$ cat src/rtl/mem_stage_pkg.sv
// Shared definitions for the memory-access stage: bus widths, load_op bit
// positions and the execute-to-memory bus layout.
package mem_stage_pkg;

  localparam int EXE_to_MEM_LEN = 112;
  localparam int MEM_to_WB_LEN  = 70;
  localparam int MEM_RF_LEN     = 37;
  localparam int DEST_LEN       = 5;

  // load_op is one-hot {ld_b, ld_bu, ld_h, ld_hu}; all-zero on a load is ld_w
  localparam int LD_B  = 3;
  localparam int LD_BU = 2;
  localparam int LD_H  = 1;
  localparam int LD_HU = 0;

  typedef struct packed {
    logic [31:0]         pc;
    logic                gr_we;
    logic [DEST_LEN-1:0] dest;
    logic [31:0]         exe_result;
    logic [31:0]         mem_sum;
    logic                mem_en;
    logic [3:0]          mem_we;
    logic [3:0]          load_op;
    logic                rfrom_mem;
  } exe_to_mem_t;

endpackage

$ cat src/rtl/mem_stage_load_align.sv
// Combinational load extraction: picks the byte/half/word addressed by addr
// out of the SRAM read word and sign- or zero-extends it.
module mem_stage_load_align
  import mem_stage_pkg::*;
(
  input  logic [31:0] rword_i,
  input  logic [1:0]  addr_i,
  input  logic [3:0]  load_op_i,
  input  logic        rfrom_mem_i,
  output logic [31:0] load_val_o
);

  logic [7:0]  byte_s;
  logic [15:0] half_s;

  // Lane selection; the half select ignores addr[0] so misaligned halves still read a lane
  always_comb begin
    byte_s = rword_i[{addr_i, 3'b000} +: 8];
    if (addr_i[1]) begin
      half_s = rword_i[31:16];
    end else begin
      half_s = rword_i[15:0];
    end
  end

  // Extension by load type; non-loads produce zero since the top selects exe_result
  always_comb begin
    load_val_o = 32'd0;
    if (!rfrom_mem_i) begin
      load_val_o = 32'd0;
    end else if (load_op_i[LD_B]) begin
      load_val_o = {{24{byte_s[7]}}, byte_s};
    end else if (load_op_i[LD_BU]) begin
      load_val_o = {24'd0, byte_s};
    end else if (load_op_i[LD_H]) begin
      load_val_o = {{16{half_s[15]}}, half_s};
    end else if (load_op_i[LD_HU]) begin
      load_val_o = {16'd0, half_s};
    end else begin
      load_val_o = rword_i;
    end
  end

endmodule

$ cat src/rtl/mem_stage.sv
// Memory-access pipeline stage. Registers the execute bus under the
// valid/allowin handshake, holds the SRAM read word across stalls, aligns
// loads and drives the write-back and register-file forwarding buses.
// Optional feature macro: MEM_ALE_CHECK_EN adds the mem_ale misaligned-load
// flag and suppresses register write-back for flagged loads.
module mem_stage
  import mem_stage_pkg::*;
(
  input  logic                      clk,
  input  logic                      resetn,
  input  logic [EXE_to_MEM_LEN-1:0] EXE_to_MEM_BUS,
  input  logic                      EXE_to_MEM_valid,
  input  logic                      WB_allowin,
  input  logic [31:0]               data_sram_rdata,
  output logic                      MEM_allowin,
  output logic                      MEM_to_WB_valid,
  output logic [MEM_to_WB_LEN-1:0]  MEM_to_WB_BUS,
  output logic [MEM_RF_LEN-1:0]     MEM_RF_BUS
`ifdef MEM_ALE_CHECK_EN
  ,
  output logic                      mem_ale
`endif
);

  logic        mem_valid_q,  mem_valid_d;
  exe_to_mem_t bus_q,        bus_d;
  logic        first_cyc_q,  first_cyc_d;
  logic [31:0] rdata_hold_q, rdata_hold_d;

  exe_to_mem_t         exe_bus_s;
  logic                mem_allowin_s;
  logic                accept_s;
  logic [31:0]         rword_s;
  logic [31:0]         load_val_s;
  logic [31:0]         final_result_s;
  logic                ale_s;
  logic                wb_gr_we_s;
  logic [DEST_LEN-1:0] rf_dest_s;
  logic                unused_bus_s;

  assign exe_bus_s     = exe_to_mem_t'(EXE_to_MEM_BUS);
  assign mem_allowin_s = !mem_valid_q || WB_allowin;
  assign accept_s      = EXE_to_MEM_valid && mem_allowin_s;
  assign unused_bus_s  = ^{bus_q.mem_sum, bus_q.mem_en, bus_q.mem_we};

  // Next-state: handshake, bus capture on accept, and SRAM word hold after the first cycle
  always_comb begin
    mem_valid_d  = mem_valid_q;
    bus_d        = bus_q;
    first_cyc_d  = accept_s;
    rdata_hold_d = rdata_hold_q;
    if (mem_allowin_s) begin
      mem_valid_d = EXE_to_MEM_valid;
    end else begin
      mem_valid_d = mem_valid_q;
    end
    if (accept_s) begin
      bus_d = exe_bus_s;
    end else begin
      bus_d = bus_q;
    end
    if (first_cyc_q) begin
      rdata_hold_d = data_sram_rdata;
    end else begin
      rdata_hold_d = rdata_hold_q;
    end
  end

  // State registers with asynchronous clear
  always_ff @(posedge clk or negedge resetn) begin
    if (!resetn) begin
      mem_valid_q  <= 1'b0;
      bus_q        <= '0;
      first_cyc_q  <= 1'b0;
      rdata_hold_q <= 32'd0;
    end else begin
      mem_valid_q  <= mem_valid_d;
      bus_q        <= bus_d;
      first_cyc_q  <= first_cyc_d;
      rdata_hold_q <= rdata_hold_d;
    end
  end

  // The live SRAM word is only trustworthy in the cycle right after the request edge
  assign rword_s = first_cyc_q ? data_sram_rdata : rdata_hold_q;

  mem_stage_load_align load_align (
    .rword_i     (rword_s),
    .addr_i      (bus_q.exe_result[1:0]),
    .load_op_i   (bus_q.load_op),
    .rfrom_mem_i (bus_q.rfrom_mem),
    .load_val_o  (load_val_s)
  );

`ifdef MEM_ALE_CHECK_EN
  logic half_ld_s;
  logic word_ld_s;
  assign half_ld_s = bus_q.load_op[LD_H] || bus_q.load_op[LD_HU];
  assign word_ld_s = (bus_q.load_op == 4'b0000);
  assign ale_s     = mem_valid_q && bus_q.rfrom_mem &&
                     ((half_ld_s && bus_q.exe_result[0]) ||
                      (word_ld_s && (bus_q.exe_result[1:0] != 2'b00)));
  assign mem_ale   = ale_s;
`else
  assign ale_s = 1'b0;
`endif

  // Result selection and write-enable/destination masking for bubbles and faulting loads
  always_comb begin
    final_result_s = bus_q.exe_result;
    wb_gr_we_s     = bus_q.gr_we && !ale_s;
    rf_dest_s      = {DEST_LEN{1'b0}};
    if (bus_q.rfrom_mem) begin
      final_result_s = load_val_s;
    end else begin
      final_result_s = bus_q.exe_result;
    end
    if (wb_gr_we_s && mem_valid_q) begin
      rf_dest_s = bus_q.dest;
    end else begin
      rf_dest_s = {DEST_LEN{1'b0}};
    end
  end

  assign MEM_allowin     = mem_allowin_s;
  assign MEM_to_WB_valid = mem_valid_q;
  assign MEM_to_WB_BUS   = {bus_q.pc, wb_gr_we_s, bus_q.dest, final_result_s};
  assign MEM_RF_BUS      = {rf_dest_s, final_result_s};

endmodule

$ cat config.mk
export PLATFORM = sky130hd
export DESIGN_NAME = mem_stage
export DESIGN_NICKNAME = d
export VERILOG_FILES = /design/src/rtl/mem_stage_pkg.sv /design/src/rtl/mem_stage_load_align.sv /design/src/rtl/mem_stage.sv
export SDC_FILE = /design/constraint.sdc
export NUM_CORES = 1
export LEC_CHECK = 0
export ABC_AREA = 1
export CAP_MARGIN = 40
export CORE_UTILIZATION = 45
export CTS_BUF_LIST = sky130_fd_sc_hd__clkbuf_4
export CTS_CLUSTER_SIZE = 24
export DETAILED_ROUTE_END_ITERATION = 8
export PLACE_DENSITY = 0.89
export SLEW_MARGIN = 15
export SYNTH_ARGS = -nofsm -noshare
export SYNTH_HDL_FRONTEND = slang
export SYNTH_HIERARCHICAL = 1
export SYNTH_SLANG_ARGS = --single-unit
export TNS_END_PERCENT = 20
$ cat constraint.sdc
create_clock -name clk -period 2.7 [get_ports clk]
set_input_delay 0.54 -clock clk [delete_from_list [all_inputs] [get_ports clk]]
set_output_delay 0.54 -clock clk [all_outputs]
set_load 0.05 [all_outputs]
==> metrics list <==
- Worst setup timing slack at the placement stage: -322 ps
* Number of violations of the max-capacitance limit: 0
- TritonCTS clock tree: done
- The cell sitting at the root of the clock tree is a sky130_fd_sc_hd__clkbuf_4.
- Summed over all layers, the global routing overflow is 0.
- F_max: 328 MHz
- Of the cells placed in the final design, the portion with a size suffix greater than 1 is 0.204.
- STA classifies the critical path startpoint as a flip-flop.
* Slew @ Worst Pin: 797 ps
- Wire length of the first global-routing pass: 31400 um
* Routed wire length: 20200 um
- Leading cell types in the layout, fill and taps excluded: sky130_fd_sc_hd__nand2_1, sky130_fd_sc_hd__clkdlybuf4s50_1, sky130_fd_sc_hd__nand3_1
* Number of buffers inserted by hold repair at cts: 0
- The checks that failed: setup timing.
* Critical path start-end classification: reg -> out
* FF+latch count, synth: 109
* Number of buffers and inverters on the critical path: 5
* TNS Setup: -18540 ps
- The max-slew violation count is 0.
* Overall power consumption: 6.47 mW
- The via count of the first global-routing pass came to 6341.
* CTS buffer count: 9
* Routed wirelength normalized by instance count: 15.7 um
- Summing all flip-flop and latch instances after layout gives 2730 um^2.
- Once detail routing completed, the nets flagged for antenna violations numbered 0.
* Die Span X: 122 um
* Synthesized net count: 1070
- Total area of multi-input combinational cells: 2750 um^2
- Leaving out fill and tap cells, the most frequent cell in the layout is sky130_fd_sc_hd__nand2_1.
- Synthesis-to-finish area growth: 51.1%
* CP Cell Sequence: buf_12 > nand2_1 > o21ai_4 > inv_1 > nand2_1 > nand3_1 > nand3_2 > nand2_4 > buf_4 > nor2_2 > nand2_1 > o21ai_1 > buf_4 > buf_12
- DIE HEIGHT: 122 um
- P_leak: 4.94 nW
- Synth Warn #: 6
* Number of violations reported at the end of detailed-routing iteration 0: 452
- Number of distinct library cell variants in the gate-level netlist after synthesis: 20
* Unrepaired setup endpoints after global routing: yes
- First-pass DRT Iterations: 5
- CTS max path bufs: 2
* Placement Rows: 43
* IO Count: 257
- In this run the tightest slew margin relative to its limit is 0.468.
* Part of the Yosys area used for sequential elements: 0.423
- The synthesized netlist occupies a cell area of 6440 um^2.
- Counting every sink on the clock net gives 109.
* Post-route DRC: 0
- DR vias/cell: 4.94
* Min Tclk post-route: 3050 ps
* Port Buffers: 219
- Hold timing on the final database bottoms out at a slack of 22.9 ps.
- Largest stage delay, worst path: 450 ps
* Global routing usage summed across all routing layers: 0.277
- For the worst setup path, the data arrival time is 2510 ps.
* Final Worst Setup Slack: -351 ps
- Post-Syn Area per Cell: 6.99 um^2
* Count of mapped cells out of synthesis: 922
- Worst hold path type: in -> async
- After clock tree synthesis, the clock-pin slew on the worst setup and hold paths is 170 ps.
- The count of cells in the finished layout, fillers not included, comes to 1286.
- The total area inside the core boundary comes to 13900 um^2.
* Starting density of the core: 0.463
- For this run, the post-layout net count is 1248.
- Period utilization: 1.13
- The worst-case IR drop observed on VDD is 502 uV.
- In this run the power density over the cells is 664 nW/um^2.
* Filler cells: 1061
- Clock network latency to the later pin of the worst-skew pair: 480 ps
- The clock tree synthesis step divided the H-tree into 3 levels.
- Of all nets on the critical path, the largest fanout is 12.
* Critical-path top delay cell: sky130_fd_sc_hd__dfrtp_2
- Number of setup violations in the final report: 64
* Placed wire-length estimate after detailed placement: 14600 um
- Entering global routing, the biggest net connects 76 pins.
- Number of antenna violations at the first check in global routing: 1
- The worst setup path is captured at a primary output.
- Total die area: 14800 um^2
- Most used cell along the critical path: sky130_fd_sc_hd__nand2_1
* Req. time, crit path: 2160 ps
* Hold violation count in the final report: 0
- Setup skew after layout: 11.1 ps
* Outcome: complete, but fails checks
- In this design, the largest share of critical-path delay is due to buffers and inverters.
- Weighted congestion reported at the end of routability-driven placement: 0.875
- Number of cells in the design after placement: 1266
- Via total after detailed routing: 6359
-- worst register-to-register path: stages (launching register included) --
cell and delay [ps]:
sky130_fd_sc_hd__dfrtp_1 470, sky130_fd_sc_hd__nand2_2 220, sky130_fd_sc_hd__nand2_2 280, sky130_fd_sc_hd__buf_12 280, sky130_fd_sc_hd__nand2_1 120, sky130_fd_sc_hd__nand2_1 60
-- final cells by class --
class / count / share of cell area
timing repair buffer: 290 / 0.359
multi-input combinational: 578 / 0.282
sequential: 109 / 0.280
inverter: 112 / 0.0437
tap: 180 / 0.0231
clock buffer: 9 / 0.00694
clock inverter: 7 / 0.00501
antenna: 1 / 0.000257
-- kinds of logic after synthesis --
kind of cell / synth area share
simple gates: 0.311
buf+inv: 0.194
flops: 0.423
compound gates: 0.0712
-- flip-flops by register name, indices dropped and copies added (netlist names) --
signal           cells
wb_gr_we_s           1
MEM_to_WB_BUS       37
rdata_hold_q        32
MEM_to_WB_valid      1
bus_q               37
first_cyc_q          1
-- layer usage --
layer	vias up	GRT usage	wire length (um)
li1	3116	-	-
met1	2941	0.318	7820
met2	258	0.495	10300
met3	44	0.0646	1460
met4	0	0.109	614
met5	-	0	0
-- Yosys cell counts (all sizes together) --
cell type  instances  area, um^2
a21oi             18        90.1
nor2              71         289
nand3            110         563
o21ai             73         369
buf              109         769
inv              112         425
clkbuf            15        56.3
dfrtp            109        2730
nand2            305        1150
-- through the flow --
step	cell area [um^2]	utilization
final	9740	0.699
after global routing	9740	0.699
after CTS	9630	0.691
after detailed placement	9270	0.665
after global placement	9270	0.665
after floorplan	6470	-
-- power by group --
part           total, mW  internal (mW)  leakage, nW  switching [mW]
Clock              0.757          0.194       0.0681           0.563
Sequential          2.01           1.85         1.33           0.154
Combinational       3.71           1.56         3.53            2.15
-- final timing paths --
kind | start | endpoint | slack [ps] | cells past startpoint
setup reg to reg | MEM_to_WB_valid | bus_q[68] | 1170 | 5
setup / recovery | first_cyc_q | MEM_to_WB_BUS[25] | -350 | 14
min in group clk | bus_q[57] | bus_q[57] | 490 | 2
hold / removal | resetn | bus_q[43] | 20 | 2
max in group asynchronous | resetn | bus_q[0] | 2180 | 2
hold reg to reg | bus_q[57] | bus_q[57] | 490 | 2
-- repair_timing --
item / CTS / global route
hold endpoints to repair: 0 / 0
setup endpoints to repair: 64 / 69
gates resized for setup: 90 / 25
pin swaps: 9 / 0
cloned: 1 / 1
setup buffers: 1 / 0
No activity file was read; power rests on OpenSTA's default activity.
